File: src/rtl/cw305_status_monitor.sv
// Board status monitor: heartbeat LED, stretched activity LEDs and trigger-pulse length measurement.
// Optional: define CW305_LED_FREEZE_EN to freeze all LED activity while trig_in is high.
module cw305_status_monitor #(
    parameter int pCOUNT_WIDTH    = 23,
    parameter int pCHANNELS       = 3,
    parameter int pSTRETCH_WIDTH  = 20,
    parameter int pSYNC_STAGES    = 2,
    parameter int pTRIG_CNT_WIDTH = 32
) (
    input  logic                       ext_clock,
    input  logic                       fpga_reset,
    input  logic                       trig_in,
    input  logic [pCHANNELS-1:0]       act_in,
    output logic                       heartbeat,
    output logic [pCHANNELS-1:0]       act_led,
    output logic [pTRIG_CNT_WIDTH-1:0] trig_cycles,
    output logic                       trig_valid,
    output logic                       trig_overflow
);

    localparam logic [pCOUNT_WIDTH-1:0]    COUNT_ONE   = pCOUNT_WIDTH'(1);
    localparam logic [pSTRETCH_WIDTH-1:0]  STRETCH_ONE = pSTRETCH_WIDTH'(1);
    localparam logic [pTRIG_CNT_WIDTH-1:0] TRIG_ONE    = pTRIG_CNT_WIDTH'(1);

    logic                       freeze;
    logic [pCOUNT_WIDTH-1:0]    count;
    logic [pCHANNELS-1:0]       sync_q [pSYNC_STAGES];
    logic [pCHANNELS-1:0]       sync_d;
    logic [pCHANNELS-1:0]       act_edge;
    logic [pCHANNELS-1:0]       pend;
    logic [pSTRETCH_WIDTH-1:0]  stretch [pCHANNELS];
    logic                       trig_d;
    logic [pTRIG_CNT_WIDTH-1:0] run_cnt;

`ifdef CW305_LED_FREEZE_EN
    assign freeze = trig_in;

    // Edges seen while frozen are remembered and replayed on the first resume cycle.
    always_ff @(posedge ext_clock) begin
        if (fpga_reset) begin
            pend <= '0;
        end else if (freeze) begin
            pend <= pend | act_edge;
        end else begin
            pend <= '0;
        end
    end
`else
    assign freeze = 1'b0;
    assign pend   = '0;
`endif

    always_ff @(posedge ext_clock) begin
        if (fpga_reset) begin
            count <= '0;
        end else if (!freeze) begin
            count <= count + COUNT_ONE;
        end
    end

    assign heartbeat = count[pCOUNT_WIDTH-1];

    always_ff @(posedge ext_clock) begin
        if (fpga_reset) begin
            for (int s = 0; s < pSYNC_STAGES; s++) begin
                sync_q[s] <= '0;
            end
            sync_d <= '0;
        end else begin
            sync_q[0] <= act_in;
            for (int s = 1; s < pSYNC_STAGES; s++) begin
                sync_q[s] <= sync_q[s-1];
            end
            sync_d <= sync_q[pSYNC_STAGES-1];
        end
    end

    assign act_edge = sync_q[pSYNC_STAGES-1] ^ sync_d;

    // Any edge (or replayed pending edge) restarts the stretch so a busy channel stays lit.
    always_ff @(posedge ext_clock) begin
        if (fpga_reset) begin
            for (int i = 0; i < pCHANNELS; i++) begin
                stretch[i] <= '0;
            end
            act_led <= '0;
        end else begin
            for (int i = 0; i < pCHANNELS; i++) begin
                if (!freeze) begin
                    if (act_edge[i] || pend[i]) begin
                        stretch[i] <= '1;
                    end else if (stretch[i] != '0) begin
                        stretch[i] <= stretch[i] - STRETCH_ONE;
                    end
                end
                act_led[i] <= (stretch[i] != '0);
            end
        end
    end

    // Pulse length counts sampled-high edges and saturates instead of wrapping.
    always_ff @(posedge ext_clock) begin
        if (fpga_reset) begin
            trig_d        <= 1'b0;
            run_cnt       <= '0;
            trig_cycles   <= '0;
            trig_valid    <= 1'b0;
            trig_overflow <= 1'b0;
        end else begin
            trig_d     <= trig_in;
            trig_valid <= 1'b0;
            if (trig_in && !trig_d) begin
                run_cnt <= TRIG_ONE;
            end else if (trig_in && trig_d) begin
                if (run_cnt != '1) begin
                    run_cnt <= run_cnt + TRIG_ONE;
                end
            end else if (!trig_in && trig_d) begin
                trig_cycles <= run_cnt;
                trig_valid  <= 1'b1;
                if (run_cnt == '1) begin
                    trig_overflow <= 1'b1;
                end
            end
        end
    end

endmodule

File: config.mk
export PLATFORM = sky130hd
export DESIGN_NAME = cw305_status_monitor
export DESIGN_NICKNAME = d
export VERILOG_FILES = /design/src/rtl/cw305_status_monitor.sv
export SDC_FILE = /design/constraint.sdc
export NUM_CORES = 1
export LEC_CHECK = 0
export CAP_MARGIN = 10
export CELL_PAD_IN_SITES_DETAIL_PLACEMENT = 1
export CELL_PAD_IN_SITES_GLOBAL_PLACEMENT = 2
export CORE_ASPECT_RATIO = 1.25
export CORE_MARGIN = 2
export CORE_UTILIZATION = 42
export CTS_BUF_LIST = sky130_fd_sc_hd__clkbuf_8
export CTS_CLUSTER_DIAMETER = 40
export DETAILED_ROUTE_END_ITERATION = 8
export PLACE_DENSITY_LB_ADDON = 0.2
export SYNTH_ARGS = -nofsm -noshare
export SYNTH_HDL_FRONTEND = slang
export SYNTH_SLANG_ARGS = --single-unit
File: constraint.sdc
create_clock -name ext_clock -period 5.3 [get_ports ext_clock]
set_clock_uncertainty 0.2 [all_clocks]
set_input_delay 1.06 -clock ext_clock [delete_from_list [all_inputs] [get_ports ext_clock]]
set_output_delay 1.06 -clock ext_clock [all_outputs]
set_load 0.01 [all_outputs]
======== Word-level counts from Yosys, hierarchy flattened ========
Memories as Yosys holds them, arrays and structs flattened.
Cells that the tools add are included.
operators by class
  add/sub/neg operators ................... 5
  eq/ne operators ......................... 2
  mux-type cells .......................... 36
  bitwise operators ....................... 11
  reduce and logical (&&, ||, !) cells .... 16
operator list
  cell                                                                   count
  20-bit 2-to-1 mux                                                      6
  20-bit nonzero test                                                    3
  20-bit by 1-bit subtractor with 20-bit output (second input constant)  3
  32-bit by 1-bit adder with 32-bit output (second input constant)       1
  32-bit equality test (second input constant)                           1
  32-bit inequality test (second input constant)                         1
  1-bit 2-to-1 mux                                                       28
  23-bit by 1-bit adder with 23-bit output (second input constant)       1
  1-bit OR                                                               8
  3-bit 2-to-1 mux                                                       2
  2-bit AND reduction                                                    2
  4-bit AND reduction                                                    1
  2-bit nonzero test                                                     2
  1-bit logical AND                                                      3
  3-bit AND reduction                                                    1
  3-bit OR reduction                                                     1
  3-bit bitwise XOR                                                      1
  1-bit zero test                                                        2
  1-bit NOT                                                              2
  2-bit OR reduction                                                     1
word-level totals
  register bits after elaboration ......... 96
  RAM bits ................................ 66
  bits of input ports ..................... 6
  output and inout bits ................... 38
  word-level logic and storage cells ...... 81
  memories ................................ 2
memories
  memory   depth  width  read ports  clocked after memory_dff  wr ports  line  source
  stretch  3      20     3           0                         3         31    logic [pSTRETCH_WIDTH-1:0] stretch [pCHANNELS];
  sync_q   2      3      2           0                         2         27    logic [pCHANNELS-1:0] sync_q [pSYNC_STAGES];

======== Depth between registers and ports, before layout ========
Gate-level depths: netlist of run 1.
An unclocked memory read counts as a cell.
  depth after elaboration ................. 7
  depth in mapped cells ................... 9
  gate-level depth less buffers ........... 7

======== Least setup slack after synthesis of run 1 ========
OpenSTA, ideal clock, no wires.
  path kind ............................... input to register
  from .................................... input port fpga_reset
  to ...................................... memory stretch[2][0], enable pin
  setup time .............................. 377 ps
  data arrival time ....................... 2,692 ps
  data required time ...................... 4,723 ps
  slack ................................... 2,031 ps
  stages .................................. 5
  buffers on the path ..................... 3
  cell sequence ........................... clkdlybuf4s50_2 > clkbuf_1 > buf_1 > nor2_1 > nand2_1
RTL lines
  element          line  source
  start, declared  11    input logic fpga_reset,
  end, declared    31

==> summary.txt, run 1 <==
Outcome
  • Run status: complete, no violations

Floorplan
  • Overall die width: 123 microns
  • Die boundary height: 153 microns
  • Standard-cell row count: 54
  • I/O pin count: 44
  • Total Die Area: 18800 sq um
  • Core Footprint: 17400 sq um
  • Effective utilization at floorplan: 42.7%

Global routing
  • Via count of the first global-routing pass: 6209
  • Global-route wire length before repair: 30600 microns
  • Overall track demand over capacity in global routing: 20.1%
  • Gr ovfl total: 0
  • Maximum number of pins on one net before global-route repair: 43
  • Initial antenna violation count: 0

Worst setup path
  • Worst Reg-to-Reg Cells: 5
  • Arrival time at the worst endpoint: 3.75 ns
  • WP data required: 5.29 ns
  • Type of the setup path with the least slack: flip-flop to flip-flop
  • Critical path endpoint category: flip-flop
  • Crit path launch type: flip-flop
  • Critical path cell sequence: or4_4, or4_1, nor4_1, a31o_2, o21ai_0
  • Critical-path maximum fanout: 42
  • Buffers plus inverters on the worst setup path: 0
  • Top Family by Delay on Critical Path: simple AND/OR/NAND/NOR gates
  • Startpoint of the worst-slack reg-to-reg timing path: stretch[0][8]$_SDFFCE_PN0P_
  • Worst stage delay on the critical path: 0.83 ns
  • Cell with the largest stage delay on the worst path: a31o_2
  • Reg2Reg Setup Slack: 1.54 ns
  • Reg2Reg Capture Point: stretch[2][0]$_DFFE_PP_

Synthesis
  • Share of synthesized cell area in full adder, half adder and majority cells: 1.18%
  • Average size of a mapped cell: 9.36 sq um
  • Biggest area consumer among synthesized cells: dfxtp_1
  • Number of unique standard cell types used by synthesis: 48
  • XOR/XNOR Fraction of Synth Area: 9.29%
  • Synth warn: 0
  • Compound-gate portion of the synthesized area: 11.9%
  • Post-synthesis net count: 809
  • Simple-Gate Fraction of Synth Area: 22.5%
  • Largest family of logic cells by synthesized area: simple AND/OR/NAND/NOR gates
  • Post-Synthesis Cell Area: 7450 sq um
  • Post-synth EDFFs: 60
  • Top cells by area, synth: dfxtp_1, edfxtp_1, a21oi_1, xnor2_1, nand2_1
  • Gate count of the mapped netlist: 796
  • Async SR Flop Fraction: 0%
  • Register area share after synthesis: 51.6%
  • Share of cell area taken by muxes after synthesis: 0.269%
  • FF+latch count, synth: 162
  • Dominant synthesized flop cell: dfxtp_1
  • Post-synth top area share: 27.4%

Routing
  • Drt via density: 5.51
  • # DRC: 0
  • Initial drt markers: 224
  • Number of detailed-routing iterations run before antenna repair: 4
  • Via count: 5837
  • Residual antenna-violating net count after detailed routing: 0
  • Post-DR wirelength/cell: 17.0 microns
  • Wire length reported by the detailed router: 18000 microns

Clock network
  • Insertion delay of the later-clocked pin in the worst-skew pair: 0.47 ns
  • Maximum buffer depth of the clock tree: 2
  • Total of hold buffers inserted after clock tree synthesis: 0
  • H-tree depth: 4
  • Number of buffers created by CTS: 17
  • CTS Sinks: 162
  • Clk pin slew, worst setup/hold paths: 0.08 ns
  • CTS-repair resized insts: 0
  • Buffer type at the clock tree root: clkbuf_8
  • Clock tree from TritonCTS: done
  • Number of buffers inserted to repair setup after CTS: 0

Timing
  • Final critical path time including I/O delays and setup: 3.76 ns
  • Slew margin rel.: 32.6%
  • Final setup slack of the worst path: 1.54 ns
  • Highest attainable clock frequency: 0.266 GHz
  • Unrepaired setup endpoints after global routing: false
  • Final cycle utilization of the critical path: 71.0%
  • Setup_tns: 0 ns
  • # setup viols final: 0
  • Endpoints failing hold: 0
  • Least-Margin Pin Slew: 1.01 ns
  • Number of max-slew violations in the final report: 0

Placed design
  • HPWL after detailed placement: 12300 microns
  • Gpl congestion: 0.764
  • Worst slack, placed: 1.56 ns
  • Port Buf Inserts: 43

Power
  • Maximum resistive drop on vdd: 0.160 mV
  • Lkg Pwr: 2.65 nW
  • Pwr/cell area: 298 nW/um^2
  • Total power after layout: 0.00253 W

Finish
  • FF/Latch Area: 3840 sq um
  • Fraction of layout instances using a drive strength above 1: 6.59%
  • Antenna diodes: 0
  • Multi-input combinational cell area: 3380 sq um
  • Number of nets in the final layout: 835
  • Layout fillers: 1999
  • Area grow syn2layout: 13.8%

Hold path
  • Cell depth of the worst min-delay path: 1
  • Hold Path Origin: sync_q[0][1]$_SDFF_PP0_
  • Hold/Removal Path Class: flip-flop to flip-flop
  • Worst-case hold path end point: sync_q[0][4]$_SDFF_PP0_

Run
  • Count of max-cap constraint violations: 0
report_power, final:
| group | switching (W) | internal [W] |
|---|---|---|
| clock network | 0.000469 | 0.000485 |
| registers | 0.0000497 | 0.00135 |
| logic | 0.000104 | 0.0000726 |
| total | 0.000623 | 0.00190 |
kinds of logic after synthesis:
| group | after synthesis |
|---|---|
| flip-flops | 162 |
| AND/OR/NAND/NOR | 331 |
| buffers and inverters | 58 |
| multiplexers | 2 |
| adder cells (fa/ha/maj) | 7 |
| XOR/XNOR | 79 |
| AO/OA/AOI/OAI | 157 |
through the flow:
stage	instances	util, %	hold slack, ns	area (sq um)
floorplan	796	-	0.214	7450
CTS	1057	48.5	0.247	8450
global route	1059	48.6	0.269	8480
detailed placement	1025	46.1	0.226	8030
global placement	1025	46.1	0.229	8030
finish	1059	48.6	0.240	8480
worst max path at each step:
stage                                start                       to  slack [ns]  cells after the start
2_1_floorplan                   fpga_reset  stretch[2][0]$_DFFE_PP_        2.03                      5
3_3_place_gp   stretch[0][8]$_SDFFCE_PN0P_  stretch[2][0]$_DFFE_PP_        1.74                      5
3_5_place_dp   stretch[0][8]$_SDFFCE_PN0P_  stretch[2][1]$_DFFE_PP_        1.56                      5
4_1_cts        stretch[0][8]$_SDFFCE_PN0P_  stretch[2][0]$_DFFE_PP_        1.55                      5
5_1_grt        stretch[0][8]$_SDFFCE_PN0P_  stretch[2][0]$_DFFE_PP_        1.26                      5
6_report       stretch[0][8]$_SDFFCE_PN0P_  stretch[2][0]$_DFFE_PP_        1.54                      5
layout by cell type, fill, tap and decap left out, drive strengths merged, types with 6 or more instances in the layout:
master         instances
a211oi                 6
a21oi                111
and3                   8
and4                   9
buf                    8
clkbuf                23
clkdlybuf4s50         42
dfxtp                102
edfxtp                60
ha                     7
inv                   18
nand2                 99
nand3                 28
nand4                 14
nor2                  58
nor2b                 11
nor3                  30
nor4                  17
o21ai                 14
o31ai                  7
or3                   25
or4                   18
xnor2                 58
xor2                  21
cell usage after synthesis (17+ instances only):
| cell type | number |
|---|---|
| a21oi_1 | 111 |
| clkbuf_1 | 29 |
| dfxtp_1 | 102 |
| edfxtp_1 | 60 |
| nand2_1 | 99 |
| nand3_1 | 28 |
| nor2_1 | 58 |
| nor3_1 | 30 |
| nor4_1 | 17 |
| or3_1 | 25 |
| xnor2_1 | 58 |
| xor2_1 | 21 |
worst reg2reg max path, stage by stage (launching register included):
cell and delay [ns]:
edfxtp_1 0.46, or4_4 0.58, or4_1 0.55, nor4_1 0.71, a31o_2 0.83, o21ai_0 0.16
metal layers:
| layer | track usage [%] | wire [microns] | up-vias |
|---|---|---|---|
| li1 | - | - | 2889 |
| met1 | 23.9 | 7770 | 2858 |
| met2 | 35.4 | 9510 | 63 |
| met3 | 3.96 | 402 | 27 |
| met4 | 6.93 | 329 | 0 |
| met5 | 0 | 0 | - |
registers in the layout, indices dropped and copies added, names as in the netlist:
register / count
trig_overflow: 1
sync_d: 3
count: 23
trig_cycles: 32
sync_q: 6
trig_d: 1
run_cnt: 32
trig_valid: 1
stretch: 60
act_led: 3
area by class of cell:
class	count	share of cell area (%)
clock inverter	10	1.40
timing repair buffer	51	5.85
inverter	14	0.620
tap	224	3.31
sequential	162	45.3
multi-input combinational	576	39.9
clock buffer	22	3.57
Note: power is estimated with default switching activity, not from simulation.
==> run 2, diff against run 1 <==
--- a/config.mk
+++ b/config.mk
@@ -10,7 +10,7 @@
 export CELL_PAD_IN_SITES_GLOBAL_PLACEMENT = 2
 export CORE_ASPECT_RATIO = 1.25
 export CORE_MARGIN = 2
-export CORE_UTILIZATION = 42
+export CORE_UTILIZATION = 39
 export CTS_BUF_LIST = sky130_fd_sc_hd__clkbuf_8
 export CTS_CLUSTER_DIAMETER = 40
 export DETAILED_ROUTE_END_ITERATION = 8
==> constraint.sdc (replaced) <==
create_clock -name ext_clock -period 3.7 [get_ports ext_clock]
set_clock_uncertainty 0.2 [all_clocks]
set_input_delay 0.74 -clock ext_clock [delete_from_list [all_inputs] [get_ports ext_clock]]
set_output_delay 0.74 -clock ext_clock [all_outputs]
set_load 0.01 [all_outputs]
==> run 2 against run 1 <==
Net effect: fmax increased by 17%; via count increased by 1.5%; wire length down 0.22%; power up 44%; critical path depth rose by 1; utilization down 3.2 points; critical endpoint is now stretch[2][8]$_DFFE_PP_; highest routed layer unchanged.
==> summary.txt, run 2 (synthesis results as in run 1) <==
Clock network
  • Number of buffers inserted to repair setup after CTS: 0
  • CTS-repair resized insts: 0
  • Insertion delay of the later-clocked pin in the worst-skew pair: 0.46 ns
  • Buffer type at the clock tree root: clkbuf_8
  • Clk pin slew, worst setup/hold paths: 0.08 ns
  • Clock tree from TritonCTS: done
  • Maximum buffer depth of the clock tree: 2
  • CTS Sinks: 162
  • H-tree depth: 4
  • Total of hold buffers inserted after clock tree synthesis: 0
  • Number of buffers created by CTS: 17

Timing
  • Slew margin rel.: 32.6%
  • Endpoints failing hold: 0
  • # setup viols final: 0
  • Number of max-slew violations in the final report: 0
  • Least-Margin Pin Slew: 1.01 ns
  • Unrepaired setup endpoints after global routing: false
  • Setup_tns: 0 ns
  • Final critical path time including I/O delays and setup: 3.21 ns
  • Highest attainable clock frequency: 0.312 GHz
  • Final cycle utilization of the critical path: 86.8%

Placed design
  • Port Buf Inserts: 43
  • Gpl congestion: 0.766
  • HPWL after detailed placement: 12600 microns
  • Placed cell area: 8100 sq um

Routing
  • Post-DR wirelength/cell: 16.8 microns
  • Via count: 5927
  • Wire length reported by the detailed router: 18000 microns
  • # DRC: 0
  • Residual antenna-violating net count after detailed routing: 0
  • Number of detailed-routing iterations run before antenna repair: 4
  • Drt via density: 5.52
  • Initial drt markers: 222

Floorplan
  • Die boundary height: 159 microns
  • I/O pin count: 44
  • Overall die width: 128 microns
  • Total Die Area: 20200 sq um
  • Effective utilization at floorplan: 39.7%
  • Standard-cell row count: 56
  • Core Footprint: 18800 sq um

Finish
  • Area grow syn2layout: 14.5%
  • Antenna diodes: 0
  • Commonest non-fill, non-tap cells in the layout: a21oi_1, dfxtp_1, nand2_1
  • Most flops, register: stretch
  • Most frequent standard cell in the layout excluding fill and tap cells: a21oi_1
  • Layout fillers: 2163
  • Final Util: 45.4%
  • Fin area: 8530 sq um
  • Fraction of layout instances using a drive strength above 1: 6.42%
  • Regs by FF count: stretch (60), run_cnt (32), trig_cycles (32)
  • Number of nets in the final layout: 841
  • Flip-flop count of the largest register after layout: 60

Hold path
  • Cell depth of the worst min-delay path: 1
  • Hold/Removal Path Class: flip-flop to flip-flop
  • Hold Path Origin: sync_q[0][0]$_SDFF_PP0_

Worst setup path
  • Critical path endpoint category: flip-flop
  • Crit path launch type: flip-flop
  • CP startpoint: stretch[0][8]$_SDFFCE_PN0P_
  • Type of the setup path with the least slack: flip-flop to flip-flop
  • Arrival time at the worst endpoint: 3.20 ns
  • Worst Reg-to-Reg Cells: 6
  • Critical-path maximum fanout: 18
  • Startpoint of the worst-slack reg-to-reg timing path: stretch[0][8]$_SDFFCE_PN0P_
  • WP data required: 3.69 ns

Global routing
  • Overall track demand over capacity in global routing: 18.6%
  • Via count of the first global-routing pass: 6065
  • Global-route wire length before repair: 30300 microns
  • Maximum number of pins on one net before global-route repair: 52
  • Gr ovfl total: 0
  • Initial antenna violation count: 0

Power
  • Pwr/cell area: 426 nW/um^2
  • Lkg Pwr: 2.68 nW
  • Maximum resistive drop on vdd: 0.207 mV

Outcome
  • Run status: complete, no violations

Run
  • Count of max-cap constraint violations: 0
[run 2: cell count changes in the layout (fill, tap and decap cells not counted), sizes merged]
| cell | before | now |
|---|---|---|
| clkbuf | 23 | 18 |
| inv | 18 | 17 |
| clkinv | 4 | 6 |
| clkinvlp | 0 | 1 |
| bufinv | 2 | 4 |
| buf | 8 | 15 |
[run 2: layout make-up]
class | instances | area [sq um] | area share [%]
inverters | 14 | 52.6 | 0.616
multi-input cells | 576 | 3380 | 39.6
clock inverters | 14 | 169 | 1.98
repair buffers | 57 | 547 | 6.41
flip-flops and latches | 162 | 3840 | 45.1
clock buffers | 18 | 248 | 2.90
well taps | 232 | 290 | 3.40
[run 2: final timing paths]
| check | slack (ns) | to |
|---|---|---|
| worst min register to register | 0.25 | sync_q[0][3]$_SDFF_PP0_ |
| worst max-delay path | 0.49 | stretch[2][8]$_DFFE_PP_ |
| worst min-delay path | 0.25 | sync_q[0][3]$_SDFF_PP0_ |
| worst max register to register | 0.49 | stretch[2][8]$_DFFE_PP_ |
[run 2: stage by stage]
step                      setup slack (ns)  hold slack (ns)  power [W]  cells
after global placement               0.593            0.223    0.00227   1040
after global routing                 0.382            0.263    0.00379   1073
after CTS                            0.507            0.252    0.00367   1072
after floorplan                      0.603            0.214    0.00221    796
final                                0.490            0.249    0.00363   1073
after detailed placement             0.478            0.232    0.00229   1040
[run 2: worst max-delay path, stage by stage (launching register included)]
cell and delay (ns):
edfxtp_1 0.48, or4_4 0.59, or4_1 0.56, or4_4 0.55, a211oi_4 0.23, buf_4 0.26, a21oi_1 0.08
[run 2: layer usage]
layer | track usage [%] | vias to the layer above | wire (microns)
met1 | 23.0 | 2932 | 8150
met4 | 6.65 | 0 | 274
li1 | - | 2905 | -
met2 | 32.3 | 69 | 9090
met5 | 0 | - | 0
met3 | 3.53 | 21 | 468
[run 2: report_power, final]
group / total [W] / switching [W] / internal (W)
logic: 0.000253 / 0.000148 / 0.000105
registers: 0.00200 / 0.0000725 / 0.00193
clock network: 0.00138 / 0.000639 / 0.000738
total: 0.00363 / 0.000859 / 0.00277
